[src/rtl/dvp_frame_gate.sv]
// rtl/dvp_frame_gate.sv - DVP capture gate: VSYNC/HSYNC framing, byte-to-pixel packing, line/frame checks
module dvp_frame_gate #(
  parameter int DVP_DATA_W = 8,
  parameter int PXL_BYTES  = 2,
  parameter int PXL_W      = DVP_DATA_W * PXL_BYTES,
  parameter int LINE_PXL   = 640,
  parameter int FRAME_LINE = 480
) (
  input  logic                  clk,
  input  logic                  rst_n,
  input  logic [DVP_DATA_W+1:0] pxl_info_i,
  input  logic                  pxl_info_vld_i,
  output logic                  pxl_info_rdy_o,
  input  logic                  cfg_start_i,
  input  logic                  cfg_stop_i,
  input  logic                  cfg_single_i,
  input  logic                  cfg_stall_i,
  input  logic                  err_clr_i,
  output logic [PXL_W-1:0]      pxl_o,
  output logic                  pxl_vld_o,
  input  logic                  pxl_rdy_i,
  output logic                  sof_o,
  output logic                  eol_o,
  output logic                  frame_done_o,
  output logic                  err_o,
  output logic [2:0]            err_code_o
);

  localparam int LINE_BYTES = LINE_PXL * PXL_BYTES;
  localparam int BCW = $clog2(LINE_BYTES + 1);
  localparam int LCW = $clog2(FRAME_LINE + 1);
  localparam int SCW = (PXL_BYTES > 1) ? $clog2(PXL_BYTES) : 1;

  typedef enum logic [2:0] {IDLE, WAIT_VS, WAIT_SOF, ACTIVE, LINE_GAP, DONE} state_t;

  state_t state, state_nxt;

  logic [BCW-1:0]        byte_cnt;
  logic [BCW-1:0]        byte_cnt_inc;
  logic [LCW-1:0]        line_cnt;
  logic [SCW-1:0]        sub_cnt;
  logic [PXL_W-1:0]      pack;
  logic [PXL_W-1:0]      pack_nxt;
  logic                  vs, hs;
  logic [DVP_DATA_W-1:0] data;

  logic byte_beat, line_end, len_err, frame_end, last_byte;
  logic fire, room, take, load, drop;
  logic height_ok;

  assign vs   = pxl_info_i[DVP_DATA_W+1];
  assign hs   = pxl_info_i[DVP_DATA_W];
  assign data = pxl_info_i[DVP_DATA_W-1:0];

  // Shift register: after PXL_BYTES shifts the first byte sits in the MSB.
  assign pack_nxt     = PXL_W'({pack, data});
  assign byte_cnt_inc = byte_cnt + BCW'(1);
  assign height_ok    = (line_cnt == LCW'(FRAME_LINE));

  assign fire = pxl_info_vld_i & pxl_info_rdy_o & ~cfg_stop_i;
  assign room = ~pxl_vld_o | pxl_rdy_i;
  assign take = fire & byte_beat;
  assign load = take & last_byte & room;
  assign drop = take & last_byte & ~room;

  always_ff @(posedge clk or negedge rst_n) begin
    if (!rst_n) begin
      state <= IDLE;
    end else begin
      state <= state_nxt;
    end
  end

  always_comb begin
    state_nxt = state;
    if (cfg_stop_i) begin
      state_nxt = IDLE;
    end else begin
      case (state)
        IDLE, DONE: if (cfg_start_i) state_nxt = WAIT_VS;
        WAIT_VS:    if (fire && vs) state_nxt = WAIT_SOF;
        WAIT_SOF:   if (take) state_nxt = ACTIVE;
        ACTIVE: begin
          if (fire) begin
            if (vs)            state_nxt = WAIT_SOF;
            else if (line_end) state_nxt = LINE_GAP;
            else if (len_err)  state_nxt = WAIT_VS;
          end
        end
        LINE_GAP: begin
          if (fire) begin
            if (frame_end)      state_nxt = cfg_single_i ? DONE : WAIT_SOF;
            else if (byte_beat) state_nxt = ACTIVE;
          end
        end
        default: state_nxt = IDLE;
      endcase
    end
  end

  // Beat classification for the current state; the input is only held back
  // when a completed pixel has nowhere to go and stalling is selected.
  always_comb begin
    byte_beat = 1'b0;
    line_end  = 1'b0;
    len_err   = 1'b0;
    frame_end = 1'b0;
    case (state)
      WAIT_SOF: byte_beat = hs & ~vs;
      ACTIVE: begin
        if (vs) begin
          len_err = 1'b1;
        end else if (!hs) begin
          if (byte_cnt == BCW'(LINE_BYTES)) line_end = 1'b1;
          else                              len_err  = 1'b1;
        end else if (byte_cnt == BCW'(LINE_BYTES)) begin
          len_err = 1'b1;
        end else begin
          byte_beat = 1'b1;
        end
      end
      LINE_GAP: begin
        if (vs)      frame_end = 1'b1;
        else if (hs) byte_beat = 1'b1;
      end
      default: ;
    endcase
    last_byte      = byte_beat & (sub_cnt == SCW'(PXL_BYTES - 1));
    pxl_info_rdy_o = ~(last_byte & pxl_vld_o & ~pxl_rdy_i & cfg_stall_i & ~cfg_stop_i);
  end

  always_ff @(posedge clk or negedge rst_n) begin
    if (!rst_n) begin
      byte_cnt <= '0;
      line_cnt <= '0;
      sub_cnt  <= '0;
      pack     <= '0;
    end else if (cfg_stop_i) begin
      byte_cnt <= '0;
      line_cnt <= '0;
      sub_cnt  <= '0;
      pack     <= '0;
    end else if (fire) begin
      if (take) begin
        byte_cnt <= byte_cnt_inc;
        sub_cnt  <= last_byte ? '0 : sub_cnt + SCW'(1);
        pack     <= pack_nxt;
      end
      if (line_end) begin
        byte_cnt <= '0;
        if (line_cnt != '1) line_cnt <= line_cnt + LCW'(1);
      end
      if (len_err) begin
        byte_cnt <= '0;
        line_cnt <= '0;
        sub_cnt  <= '0;
        pack     <= '0;
      end
      if (frame_end) line_cnt <= '0;
    end
  end

  // Output register: loads in the same cycle the previous pixel is taken.
  always_ff @(posedge clk or negedge rst_n) begin
    if (!rst_n) begin
      pxl_o     <= '0;
      pxl_vld_o <= 1'b0;
      sof_o     <= 1'b0;
      eol_o     <= 1'b0;
    end else if (load) begin
      pxl_o     <= pack_nxt;
      pxl_vld_o <= 1'b1;
      sof_o     <= (line_cnt == '0) && (byte_cnt_inc == BCW'(PXL_BYTES));
      eol_o     <= (byte_cnt_inc == BCW'(LINE_BYTES));
    end else if (pxl_rdy_i) begin
      pxl_vld_o <= 1'b0;
    end
  end

  always_ff @(posedge clk or negedge rst_n) begin
    if (!rst_n) begin
      frame_done_o <= 1'b0;
      err_code_o   <= 3'b000;
    end else begin
      frame_done_o <= fire & frame_end & height_ok;
      err_code_o   <= (err_clr_i ? 3'b000 : err_code_o) |
                      {drop, fire & frame_end & ~height_ok, fire & len_err};
    end
  end

  assign err_o = |err_code_o;

endmodule

[config.mk]
export PLATFORM = sky130hd
export DESIGN_NAME = dvp_frame_gate
export DESIGN_NICKNAME = d
export VERILOG_FILES = /design/src/rtl/dvp_frame_gate.sv
export SDC_FILE = /design/constraint.sdc
export NUM_CORES = 1
export LEC_CHECK = 0
export CORE_UTILIZATION = 48
export CTS_CLUSTER_SIZE = 28
export DETAILED_ROUTE_END_ITERATION = 16
export GPL_ROUTABILITY_DRIVEN = 1
export PLACE_DENSITY_LB_ADDON = 0.25
export REMOVE_ABC_BUFFERS = 1
export SYNTH_ARGS = -nofsm -noshare
export SYNTH_HDL_FRONTEND = slang
export SYNTH_SLANG_ARGS = --single-unit
[constraint.sdc]
create_clock -name clk -period 4.2 [get_ports clk]
set_input_delay 0.84 -clock clk [delete_from_list [all_inputs] [get_ports clk]]
set_output_delay 0.84 -clock clk [all_outputs]
set_load 0.01 [all_outputs]
==> impl_metrics.json, run 1 <==
{
  "ctsResizeCount": 0,
  "insertedDiodeCount": 0,
  "finalCoreUtilization": 0.5917,
  "die-area_mm2": 0.006998,
  "via_per_inst": 5.819,
  "core_area_mm2": 0.006386,
  "status": "finished clean",
  "routabilityCongestion": 0.8595,
  "nNetsFinal": 409,
  "critical_path.endpoint_type": "primary output",
  "die_width_um": 83.66,
  "grt_setup_unrepaired": "no",
  "crit_fanout": 9,
  "wire_length_of_the_first_global_routing_pass_mm": 12.68,
  "maximum_number_of_pins_on_one_net_before_global_route_repair": 40,
  "grt_util_all_layers": 0.2212,
  "placed_cells_incl_taps": 451,
  "average_routed_wire_per_standard_cell_um": 15.69,
  "cts.path.max_buffers": 2,
  "cp.arrival_ns": 2.85,
  "maxCapViolCount": 0,
  "seq_cells_post_synth": 55,
  "cts_post_setup_buffers_inserted": 0,
  "synthToLayoutAreaGrowth_pct": 18.06,
  "hpwlAfterDp_mm": 5.175,
  "synth_top_area_share": 0.4300,
  "synth.cells.most_frequent": "dfrtp_1, nand2_1, inv_1",
  "worst_setup_path_startpoint": "byte_cnt[3]",
  "initialDrtViolationCount": 183,
  "finalCritPeriodShare": 0.8783,
  "slew_headroom": 0.3956,
  "swShare": 0.3032,
  "syn_inst": 342,
  "drtPass1Iterations": 4,
  "route.detailed.drc": 0,
  "p_total_mw": 1.084,
  "placement_rows": 29,
  "cts-hold-fix-buffers": 0,
  "detail_route.wirelength_mm": 7.201,
  "syn_area_mm2": 0.003201,
  "port-buffer-count": 43,
  "htree_num_levels": 2,
  "clk-insertion-delay-late_ns": 0.32,
  "share_comb_of_total_power": 0.172,
  "regToRegStartpoint": "byte_cnt[3]",
  "clk_pin_slew_ns": 0.11,
  "cellInternalPower_mw": 0.7553,
  "fillers": 572,
  "synth.most_common_cell": "dfrtp_1",
  "static-leakage-power_nw": 1.658,
  "clock_power_share": 0.294,
  "antenna_violations_before_repair": 0,
  "finalCriticalPeriod_ns": 3.689,
  "fin_setup_tns_ns": 0,
  "fmaxAchievable_mhz": 271.1,
  "min_path_cells": 2,
  "io-pin-count": 44,
  "setup-violations-final": 0,
  "tritoncts": "done",
  "syn-mean-instance-area_um2": 9.358,
  "initial_core_util": 0.5012,
  "yosys.area.top_type": "dfrtp_1",
  "power_per_cell_area_mw_per_mm2": 286.9,
  "cts-root-buf": "clkbuf_8",
  "power.share.sequential": 0.534,
  "ys_async_sr_fraction": 1.000,
  "finalMaxSlewViolations": 0,
  "cts.sinks": 55,
  "synth_seq_area_share": 0.4300,
  "power.ir.vdd_worst_uv": 192.3,
  "grt_pass1_vias": 2665,
  "synth_enable_flop_cells": 0,
  "cell_types_with_the_largest_area_share_after_synthesis": "dfrtp_1, nand2_1, mux2i_1",
  "timing.final.hold_violations": 0,
  "post_route_cells_drive_above_1_share": 0.09948,
  "p_switching_mw": 0.3287,
  "worstRegToRegCells": 10,
  "worst_setup_path_start_kind": "flop",
  "hp-start": "pxl_o[8]",
  "die_h_um": 83.66,
  "worst-slew-pin-transition_ns": 0.9066,
  "clock_skew_ns": 0.007984,
  "dr_total_vias": 2671,
  "yosys_warnings": 0,
  "final_antenna_net_count": 0,
  "synth_unique_cells": 63,
  "grt_overflow_total": 0,
  "layout.cells.non_filler": 459,
  "numCtsBuffers": 5,
  "cp_data_required_time_ns": 3.36,
  "postSynth.topFlopCell": "dfrtp_1",
  "critical_path_class": "flop to primary output",
  "holdCritPathClass": "flop to flop"
}
[power groups by stage]
| stage | Clock [mW] | Combinational [mW] | Sequential, mW |
|---|---|---|---|
| final | 0.318 | 0.186 | 0.579 |
| after global routing | 0.343 | 0.209 | 0.584 |
| after CTS | 0.325 | 0.188 | 0.580 |
| after detailed placement | 0 | 0.187 | 0.590 |
| after global placement | 0 | 0.182 | 0.588 |
| after floorplan | 0 | 0.116 | 0.583 |
[routing by layer]
layer  wire [µm]  global-route usage
met3         205             0.03165
met4          71             0.04931
met2        3487              0.3747
met5           0                   0
met1        3436              0.3014
[cell families after synthesis]
logic type / synth area share
buf+inv: 0.06411
compound gates: 0.1576
xor+xnor: 0.008211
fa+ha+maj: 0.03518
flops: 0.4300
simple gates: 0.2228
mux: 0.08209
[sequential cells by signal (all words and copies together) (netlist names)]
signal / flops
pxl_o: 16
byte_cnt: 11
line_cnt: 9
pack: 8
err_code_o: 3
state: 3
eol_o: 1
frame_done_o: 1
pxl_vld_o: 1
sof_o: 1
sub_cnt: 1
[final cells by class]
class,count,area [µm²],share of cell area
repair buffers,50,478.0,0.1265
inverters,30,112.6,0.02980
well taps,77,96.34,0.02550
multi-input cells,239,1619,0.4285
flip-flops and latches,55,1376,0.3642
clock inverters,3,27.53,0.007285
clock buffers,5,68.82,0.01821
[critical path, cell delays in order (launching register included)]
cell and delay, ns:
dfrtp_1 0.48, nor4_1 0.34, nand4_1 0.13, or4_1 0.47, ha_1 0.24, a32o_1 0.25, nand2_1 0.07, clkdlybuf4s50_1 0.54
[worst paths after layout]
path	to	slack (ns)
min in group asynchronous	pxl_o[2]	0.64
worst max-delay path	pxl_info_rdy_o	0.51
worst min-delay path	pxl_o[8]	0.49
max in group asynchronous	sof_o	2.80
worst max register to register	byte_cnt[10]	1.01
worst min register to register	pxl_o[8]	0.49
[through the flow]
stage | hold WS (ns) | worst slack [ns] | cell area, µm²
finish | 0.4868 | 0.5113 | 3779
global route | 0.5300 | 0.4349 | 3779
CTS | 0.4942 | 0.5346 | 3779
detailed placement | 0.4694 | 0.7603 | 3682
global placement | 0.4601 | 0.8019 | 3682
floorplan | 0.4841 | 1.277 | 3108
[placed cells by master (no fill, tap or decap), types with 7 or more instances in the layout]
cell             Yosys  final
mux2_2               9      9
nand2_1             42     42
buf_4                2      7
ha_1                 9      9
dfrtp_1             55     55
and3_1               7      7
o21ai_0             12     12
mux2i_1             15     15
nand4_1              7      7
nand3_1             19     19
o221ai_1             8      8
a21oi_1             10     10
inv_1               29     29
clkdlybuf4s50_1      0     42
nor2_1              20     20
Note: power is estimated with default switching activity, not from simulation.
==> inputs of run 2 (changes only) <==
Settings changed: SETUP_SLACK_MARGIN from default to 0.15.
==> results of run 2 <==
The final DEF is identical to that of run 1; final timing and power are the same.
